## src/rtl/i2s_tx_pkg.sv

```systemverilog
// Shared types and helpers for the I2S master transmitter.
// Word-select encoding and slot decoding live here.
package i2s_tx_pkg;

  typedef enum logic {
    IDLE = 1'b0,
    RUN  = 1'b1
  } state_e;

  localparam logic WS_LEFT  = 1'b0;
  localparam logic WS_RIGHT = 1'b1;

  // WS leads the data by one bit, so it flips on each slot's last bit
  function automatic logic ws_for_k(input int k, input int dw);
    return (k >= dw - 1 && k <= 2 * dw - 2) ? WS_RIGHT : WS_LEFT;
  endfunction

endpackage

```

## src/rtl/i2s_tx_clkgen.sv

```systemverilog
// Bit-clock divider: SCK half-period of CLK_DIV clk_i cycles.
// Strobes mark the clk_i edge on which SCK rises or falls.
module i2s_tx_clkgen
  import i2s_tx_pkg::*;
#(
  parameter int CLK_DIV = 4
) (
  input  logic clk_i,
  input  logic rst_i,
  input  logic run_i,
  output logic sck_o,
  output logic rise_o,
  output logic fall_o
);

  localparam int CW = (CLK_DIV > 1) ? $clog2(CLK_DIV) : 1;
  localparam logic [CW-1:0] DIV_LAST = CW'(CLK_DIV - 1);

  logic [CW-1:0] div_q, div_d;
  logic          sck_q, sck_d;
  logic          tick;

  assign tick   = run_i && (div_q == DIV_LAST);
  assign rise_o = tick & ~sck_q;
  assign fall_o = tick & sck_q;
  assign sck_o  = sck_q;

  always_comb begin
    div_d = div_q;
    sck_d = sck_q;
    if (!run_i) begin
      div_d = '0;
      sck_d = 1'b0;
    end else if (tick) begin
      div_d = '0;
      sck_d = ~sck_q;
    end else begin
      div_d = div_q + 1'b1;
    end
  end

  always_ff @(posedge clk_i or posedge rst_i) begin
    if (rst_i) begin
      div_q <= '0;
      sck_q <= 1'b0;
    end else begin
      div_q <= div_d;
      sck_q <= sck_d;
    end
  end

endmodule

```

## src/rtl/i2s_tx_master.sv

```systemverilog
// Philips-format I2S master transmitter with a one-entry
// stereo holding buffer; sends silence on underrun.
module i2s_tx_master
  import i2s_tx_pkg::*;
#(
  parameter int DATA_WIDTH = 16,
  parameter int CLK_DIV    = 4
) (
  input  logic                  clk_i,
  input  logic                  rst_i,
  input  logic                  en_i,
  input  logic [DATA_WIDTH-1:0] sample_left_i,
  input  logic [DATA_WIDTH-1:0] sample_right_i,
  input  logic                  sample_valid_i,
  output logic                  sample_ready_o,
  output logic                  i2s_sck_o,
  output logic                  i2s_ws_o,
  output logic                  i2s_sd_o,
  output logic                  busy_o,
  output logic                  underrun_o
);

  localparam int FW = 2 * DATA_WIDTH;
  localparam int BW = $clog2(FW);
  localparam logic [BW-1:0] K_LAST = BW'(FW - 1);

  state_e                state_q, state_d;
  logic                  hold_valid_q, hold_valid_d;
  logic [DATA_WIDTH-1:0] hold_l_q, hold_l_d;
  logic [DATA_WIDTH-1:0] hold_r_q, hold_r_d;
  logic [FW-1:0]         shift_q, shift_d;
  logic [BW-1:0]         bit_cnt_q, bit_cnt_d;
  logic                  ws_q, ws_d;
  logic                  sd_q, sd_d;
  logic                  und_q, und_d;

  logic          run;
  logic          sck;
  logic          sck_fall;
  logic          sck_rise_unused;
  logic          accept;
  logic [BW-1:0] k_next;
  logic [FW-1:0] frame;

  assign run    = (state_q == RUN);
  assign accept = sample_valid_i & ~hold_valid_q;
  assign k_next = (bit_cnt_q == K_LAST) ? '0 : bit_cnt_q + 1'b1;

  i2s_tx_clkgen #(
    .CLK_DIV(CLK_DIV)
  ) u_clkgen (
    .clk_i (clk_i),
    .rst_i (rst_i),
    .run_i (run),
    .sck_o (sck),
    .rise_o(sck_rise_unused),
    .fall_o(sck_fall)
  );

  always_comb begin
    state_d      = state_q;
    hold_valid_d = hold_valid_q;
    hold_l_d     = hold_l_q;
    hold_r_d     = hold_r_q;
    shift_d      = shift_q;
    bit_cnt_d    = bit_cnt_q;
    ws_d         = ws_q;
    sd_d         = sd_q;
    und_d        = 1'b0;
    frame        = shift_q;
    unique case (state_q)
      IDLE: begin
        if (en_i) state_d = RUN;
      end
      RUN: begin
        if (sck_fall) begin
          if (k_next == '0 && !en_i) begin
            state_d   = IDLE;
            bit_cnt_d = K_LAST;
            ws_d      = WS_LEFT;
            sd_d      = 1'b0;
          end else begin
            bit_cnt_d = k_next;
            if (k_next == '0) begin
              if (hold_valid_q) begin
                frame        = {hold_l_q, hold_r_q};
                hold_valid_d = 1'b0;
              end else begin
                frame = '0;
                und_d = 1'b1;
              end
              shift_d = frame;
            end
            ws_d = ws_for_k(int'(k_next), DATA_WIDTH);
            sd_d = frame[K_LAST - k_next];
          end
        end
      end
      default: ;
    endcase
    // accept only when empty, so it never collides with a consume
    if (accept) begin
      hold_valid_d = 1'b1;
      hold_l_d     = sample_left_i;
      hold_r_d     = sample_right_i;
    end
  end

  always_ff @(posedge clk_i or posedge rst_i) begin
    if (rst_i) begin
      state_q      <= IDLE;
      hold_valid_q <= 1'b0;
      hold_l_q     <= '0;
      hold_r_q     <= '0;
      shift_q      <= '0;
      bit_cnt_q    <= K_LAST;
      ws_q         <= 1'b0;
      sd_q         <= 1'b0;
      und_q        <= 1'b0;
    end else begin
      state_q      <= state_d;
      hold_valid_q <= hold_valid_d;
      hold_l_q     <= hold_l_d;
      hold_r_q     <= hold_r_d;
      shift_q      <= shift_d;
      bit_cnt_q    <= bit_cnt_d;
      ws_q         <= ws_d;
      sd_q         <= sd_d;
      und_q        <= und_d;
    end
  end

  assign sample_ready_o = ~hold_valid_q;
  assign i2s_sck_o      = sck;
  assign i2s_ws_o       = ws_q;
  assign i2s_sd_o       = sd_q;
  assign busy_o         = run;
  assign underrun_o     = und_q;

endmodule

```

## config.mk

```make
export PLATFORM = sky130hd
export DESIGN_NAME = i2s_tx_master
export DESIGN_NICKNAME = d
export VERILOG_FILES = /design/src/rtl/i2s_tx_pkg.sv /design/src/rtl/i2s_tx_clkgen.sv /design/src/rtl/i2s_tx_master.sv
export SDC_FILE = /design/constraint.sdc
export NUM_CORES = 1
export LEC_CHECK = 0
export BUFFER_PORTS_ARGS = -buffer_cell sky130_fd_sc_hd__buf_2
export CORE_MARGIN = 10
export CORE_UTILIZATION = 50
export CTS_CLUSTER_DIAMETER = 100
export DETAILED_ROUTE_END_ITERATION = 6
export PLACE_DENSITY_LB_ADDON = 0.25
export SYNTH_ARGS = -nofsm -noshare
export SYNTH_HDL_FRONTEND = slang
export SYNTH_HIERARCHICAL = 1
export SYNTH_SLANG_ARGS = --single-unit
```

## constraint.sdc

```tcl
create_clock -name clk_i -period 3.7 [get_ports clk_i]
set_input_delay 0.185 -clock clk_i [delete_from_list [all_inputs] [get_ports clk_i]]
set_output_delay 0.185 -clock clk_i [all_outputs]
set_load 0.01 [all_outputs]
```

==> results.sh, run 1 <==
export IMPL_dp_hpwl_mm=5.28
export IMPL_grt_usage_pct=14.1
export IMPL_worst_path_most_repeated_cell="ha_1"
export IMPL_p_per_area_nw_per_um2=790
export IMPL_crit_fanout=15
export IMPL_synth_nets=399
export IMPL_finalCritPeriodShare_pct=84.4
export IMPL_mostFrequentLayoutCell="nand2_1"
export IMPL_vias=2629
export IMPL_r2r_slack_ps=580
export IMPL_fin_hold_ws_ps=66.2
export IMPL_gp_congestion=0.909
export IMPL_leakagePower_uw=0.00192
export IMPL_postRouteWirelength_mm=7.37
export IMPL_ir_worst_vdd_mv=0.370
export IMPL_num_antenna_cells=0
export IMPL_postPlaceCellArea_sq_um=3930
export IMPL_drive_gt1_share_pct=29.0
export IMPL_hold_viol=0
export IMPL_drt_iter0_drc=164
export IMPL_netSwitchingFraction_pct=36.8
export IMPL_pin_count=42
export IMPL_num_rows=31
export IMPL_drc=0
export IMPL_worst_path_buf_inv=0
export IMPL_synth_warnings=6
export IMPL_worstSetupStartpoint="bit_cnt_q[0]"
export IMPL_cts_tree="done"
export IMPL_cts_htree_levels=3
export IMPL_end_kind="register"
export IMPL_skew_ps=6.27
export IMPL_crit_chain="ha_1 -> and3_1 -> ha_1 -> nor2b_1 -> mux2_4 -> or2_1 -> and2_1 -> o211a_1 -> a311oi_1 -> o32ai_1"
export IMPL_grt_pass1_wl_mm=12.9
export IMPL_worst_slew_pin_slew_ps=756
export IMPL_numCtsBuffers=9
export IMPL_die_x_um=105
export IMPL_antenna_found_initial=0
export IMPL_initial_core_util_pct=50.7
export IMPL_grt_max_degree=56
export IMPL_grt_remaining_overflow=0
export IMPL_grt_pass1_vias=2754
export IMPL_synth_cells=358
export IMPL_dieArea_sq_um=11100
export IMPL_fin_tns_setup_ps=0
export IMPL_seq_power_share_pct=40.9
export IMPL_crit_family="simple AND/OR/NAND/NOR gates"
export IMPL_insertion_delay_ps=350
export IMPL_dr_pass1_iters=4
export IMPL_start_kind="register"
export IMPL_fin_total_pwr_uw=3260
export IMPL_cts_buffer_depth=2
export IMPL_wl_per_cell_um=14.8
export IMPL_slew_headroom_pct=49.5
export IMPL_arrival_ps=3340
export IMPL_cp_slowest_cell="dfstp_2"
export IMPL_portBuffers=41
export IMPL_core_sq_um=7180
export IMPL_combPwrFrac_pct=40.2
export IMPL_worstPathRequired_ps=3920
export IMPL_final_nets=436
export IMPL_rsz0062_at_grt="no"
export IMPL_synth_area_sq_um=3640
export IMPL_clkSinkCount=77
export IMPL_internal_power_uw=2060
export IMPL_fp_dieH_um=105
export IMPL_hp_start="sample_left_i[6]"
export IMPL_avgViaCountPerCell=5.27
export IMPL_period_needed_ps=3120
export IMPL_setup_violations=0
export IMPL_clkPwrFrac_pct=18.9
export IMPL_p_sw_uw=1200
export IMPL_syn2layout_area_growth_pct=13.5
export IMPL_clkTransAtPathRegs_ps=80
export IMPL_r2r_start="bit_cnt_q[0]"
export IMPL_slowest_delay_ps=660
export IMPL_design_area_sq_um=4130
export IMPL_status="complete, no violations"
export IMPL_fmax_mhz=320
export IMPL_drv_slew=0
export IMPL_syn_area_per_cell_sq_um=10.2
export IMPL_postRouteAntennaNets=0
export IMPL_layout_common_cells="nand2_1, dfrtp_1, buf_2, mux2_2, o21ai_0"
export IMPL_path_class="register to register"
export IMPL_root_buffer="clkbuf_8"
export IMPL_cap_violations=0
export IMPL_holdCritPathClass="input port to register"
[registers in the layout (all words and copies together), names as in the netlist]
signal and flops:
busy_o 1, u_clkgen/div_q 2, u_clkgen/sck_o 1, bit_cnt_q 5
hold_r_q 16, underrun_o 1, hold_l_q 16, hold_valid_q 1
i2s_ws_o 1, shift_q 32, i2s_sd_o 1
[per-stage QoR]
stage	instances	util (%)	worst slack, ps
2_1_floorplan	358	-	1020
3_3_place_gp	482	54.8	690
3_5_place_dp	482	54.8	613
4_1_cts	499	57.6	591
5_1_grt	499	57.6	321
6_report	499	57.6	579
[worst register-to-register path, cell delays in order, from the launching register on]
cell and delay, ps:
dfstp_2 660, ha_1 220, and3_1 160, ha_1 290
nor2b_1 80, mux2_4 310, or2_1 430, and2_1 250
o211a_1 210, a311oi_1 260, o32ai_1 120
[per-layer routing]
metal	share of wire, %	wire, um	vias to the layer above	global-route usage [%]
met3	3.7	274	6	3.47
met5	0	0	-	0
met4	1.3	95	0	5.00
met1	47	3470	1277	18.6
met2	48	3530	46	22.1
li1	-	-	1300	-
[repair_timing]
item,4_1_cts,5_1_grt
gates resized for setup,0,0
hold endpoints to repair,5,0
buffers inserted,0,0
hold buffers,1,0
[final timing paths]
check | end | cells after the start
max | i2s_sd_o | 10
min | hold_l_q[6] | 2
max reg2reg | i2s_sd_o | 10
min reg2reg | u_clkgen/div_q[0] | 1
max in group asynchronous | bit_cnt_q[3] | 4
min in group asynchronous | u_clkgen/sck_o | 3
[final cells by class]
type                            count  area (sq um)
Fill cell                         659          3040
Sequential cell                    77          1930
Multi-Input combinational cell    251          1580
Timing Repair Buffer               49           280
Clock buffer                       10           128
Tap cell                           99           124
Clock inverter                      6          61.3
Inverter                            7          26.3
[power groups by stage]
stage | registers (uW) | logic (uW) | clock network, uW
after floorplan | 1280 | 1060 | 0
after global placement | 1340 | 1290 | 0
after detailed placement | 1350 | 1320 | 0
after CTS | 1340 | 1320 | 633
after global routing | 1380 | 1470 | 673
final | 1330 | 1310 | 618
No activity file was read; power rests on OpenSTA's default activity.
==> run 2: changes to the inputs <==
--- a/config.mk
+++ b/config.mk
@@ -5,6 +5,7 @@
 export SDC_FILE = /design/constraint.sdc
 export NUM_CORES = 1
 export LEC_CHECK = 0
+export ABC_AREA = 1
 export BUFFER_PORTS_ARGS = -buffer_cell sky130_fd_sc_hd__buf_2
 export CORE_MARGIN = 10
 export CORE_UTILIZATION = 50
==> constraint.sdc (replaced) <==
create_clock -name clk_i -period 2.5 [get_ports clk_i]
set_input_delay 0.125 -clock clk_i [delete_from_list [all_inputs] [get_ports clk_i]]
set_output_delay 0.125 -clock clk_i [all_outputs]
set_load 0.01 [all_outputs]
==> results.sh, run 2 <==
export IMPL_dr_pass1_iters=5
export IMPL_cts_buffer_depth=2
export IMPL_initial_core_util_pct=51.6
export IMPL_cts_tree="done"
export IMPL_gp_congestion=0.847
export IMPL_cp_slowest_cell="dfstp_2"
export IMPL_holdCritPathClass="input port to register"
export IMPL_insertion_delay_ps=360
export IMPL_leakagePower_uw=0.00249
export IMPL_pin_count=42
export IMPL_syn_area_per_cell_sq_um=8.68
export IMPL_pre_cts_ws_ps=-43.3
export IMPL_worst_slew_pin_slew_ps=791
export IMPL_grt_pass1_wl_mm=17.0
export IMPL_reg_largest_list="shift_q: 32 flops, hold_l_q: 16 flops, hold_r_q: 16 flops"
export IMPL_synth_cells=462
export IMPL_die_x_um=110
export IMPL_dp_hpwl_mm=6.76
export IMPL_postRouteAntennaNets=0
export IMPL_dieArea_sq_um=12000
export IMPL_grt_usage_pct=17.9
export IMPL_clkSinkCount=77
export IMPL_registers_top_by_ff_count="shift_q"
export IMPL_end_kind="register"
export IMPL_rr_endpoint="i2s_sd_o"
export IMPL_skew_ps=11.3
export IMPL_grt_max_degree=43
export IMPL_synth_area_sq_um=4010
export IMPL_design_area_sq_um=5050
export IMPL_dp_cells=602
export IMPL_numCtsBuffers=9
export IMPL_fp_dieH_um=110
export IMPL_num_antenna_cells=0
export IMPL_postPlaceCellArea_sq_um=4410
export IMPL_synth_warnings=6
export IMPL_portBuffers=41
export IMPL_layout_common_cells="nand2_1, dfrtp_1, nand3_1, buf_2, nor2_1"
export IMPL_slew_headroom_pct=47.3
export IMPL_vias=3534
export IMPL_path_class="register to register"
export IMPL_arrival_ps=2710
export IMPL_fin_total_pwr_uw=6880
export IMPL_num_rows=32
export IMPL_slowest_delay_ps=560
export IMPL_r2r_start="bit_cnt_q[1]"
export IMPL_rr_worst_depth=17
export IMPL_worstSetupEndpoint="i2s_sd_o"
export IMPL_ir_worst_vdd_mv=0.683
export IMPL_hold_viol=0
export IMPL_period_needed_ps=2420
export IMPL_largest_register_ffs=32
export IMPL_final_nets=586
export IMPL_postRouteWirelength_mm=10.0
export IMPL_wl_per_cell_um=15.4
export IMPL_fmax_mhz=413
export IMPL_cts_htree_levels=3
export IMPL_drv_slew=0
export IMPL_clkTransAtPathRegs_ps=80
export IMPL_worstPathRequired_ps=2790
export IMPL_crit_chain="ha_4 -> nand2_4 -> nor2_4 -> ha_4 -> inv_4 -> nand2_4 -> nor2_8 -> nand2_8 -> buf_6 -> buf_4 -> o21ai_2 -> nor2_1 -> nor2_1 -> nand2_1 -> nand3_1 -> nand3_1 -> nand3_1"
export IMPL_worst_path_most_repeated_cell="nand3_1"
export IMPL_p_per_area_nw_per_um2=1360
export IMPL_final_cells=652
export IMPL_syn2layout_area_growth_pct=25.9
export IMPL_core_sq_um=7770
export IMPL_r2r_slack_ps=80
export IMPL_drt_iter0_drc=199
export IMPL_drc=0
export IMPL_root_buffer="clkbuf_8"
export IMPL_antenna_found_initial=0
export IMPL_avgViaCountPerCell=5.42
export IMPL_setup_ws_ps=79.4
export IMPL_grt_remaining_overflow=0
export IMPL_worstSetupStartpoint="bit_cnt_q[1]"
export IMPL_fin_tns_setup_ps=0
export IMPL_setup_violations=0
export IMPL_drive_gt1_share_pct=29.8
export IMPL_status="complete, no violations"
export IMPL_crit_fanout=7
export IMPL_start_kind="register"
export IMPL_mostFrequentLayoutCell="nand2_1"
export IMPL_finalCritPeriodShare_pct=96.8
export IMPL_grt_pass1_vias=3510
export IMPL_synth_nets=503
export IMPL_cap_violations=0
[run 2: cell count changes in the layout (fill, tap and decap cells not counted), sizes merged, moves of 22 or more]
cell         change
nand3           +63
dlygate4sd3     +22
buf             +24
nand2           +32
inv             +31
nor2            +27
[run 2: how the worst min path moves through the flow]
stage                       from           endpoint  slack (ps)  cells after the start
2_1_floorplan              rst_i  u_clkgen/div_q[0]        -120                      1
3_3_place_gp               rst_i  u_clkgen/div_q[1]           9                      2
3_5_place_dp               rst_i  u_clkgen/div_q[1]          10                      2
4_1_cts        sample_left_i[12]       hold_l_q[12]         0.6                      2
5_1_grt        sample_right_i[1]        hold_r_q[1]           3                      2
6_report       sample_left_i[12]       hold_l_q[12]           8                      2
[run 2: worst max-delay path: cells and delay by family, from the launching register on]
family | cells | cell delay [ps]
adders and majority gates | 2 | 360
AOI/OAI and AO/OA | 1 | 120
and+or+nand+nor | 11 | 990
DFF | 1 | 560
buffers and inverters | 3 | 330
[run 2: report_power, final]
part           leakage (uW)  total [uW]  switching (uW)  internal (uW)
registers          0.000903        2230             361           1860
clock network     0.0000889         875             483            392
logic               0.00149        3780            2160           1610
[run 2: routing by layer]
metal  GRT usage (%)  part of all wire [%]
met2            27.4                    46
met4            9.11                   3.0
met1            23.5                    45
met5               0                     0
met3            3.86                   6.0
[run 2: area by class of cell]
cell class / instances / area (sq um)
fillers: 646 / 2720
multi-input cells: 324 / 1880
inverters: 38 / 148
clock buffers: 10 / 138
flip-flops and latches: 77 / 1930
repair buffers: 95 / 778
well taps: 102 / 128
clock inverters: 6 / 46.3
[run 2: per-stage QoR]
stage | hold WS [ps] | utilization (%)
after floorplan | -121 | -
after global placement | 8.94 | 56.8
after detailed placement | 13.5 | 56.8
after CTS | 0.587 | 64.1
after global routing | 2.68 | 65.0
final | 8.08 | 65.0
[run 2: what timing repair did]
item / in CTS / in global routing
endpoints found under the hold margin: 57 / 0
cloned: 1 / 0
resized for setup: 16 / 16
buffers inserted: 7 / 4
setup endpoints to repair: 28 / 30
hold buffers: 23 / 0
pin swaps: 7 / 13
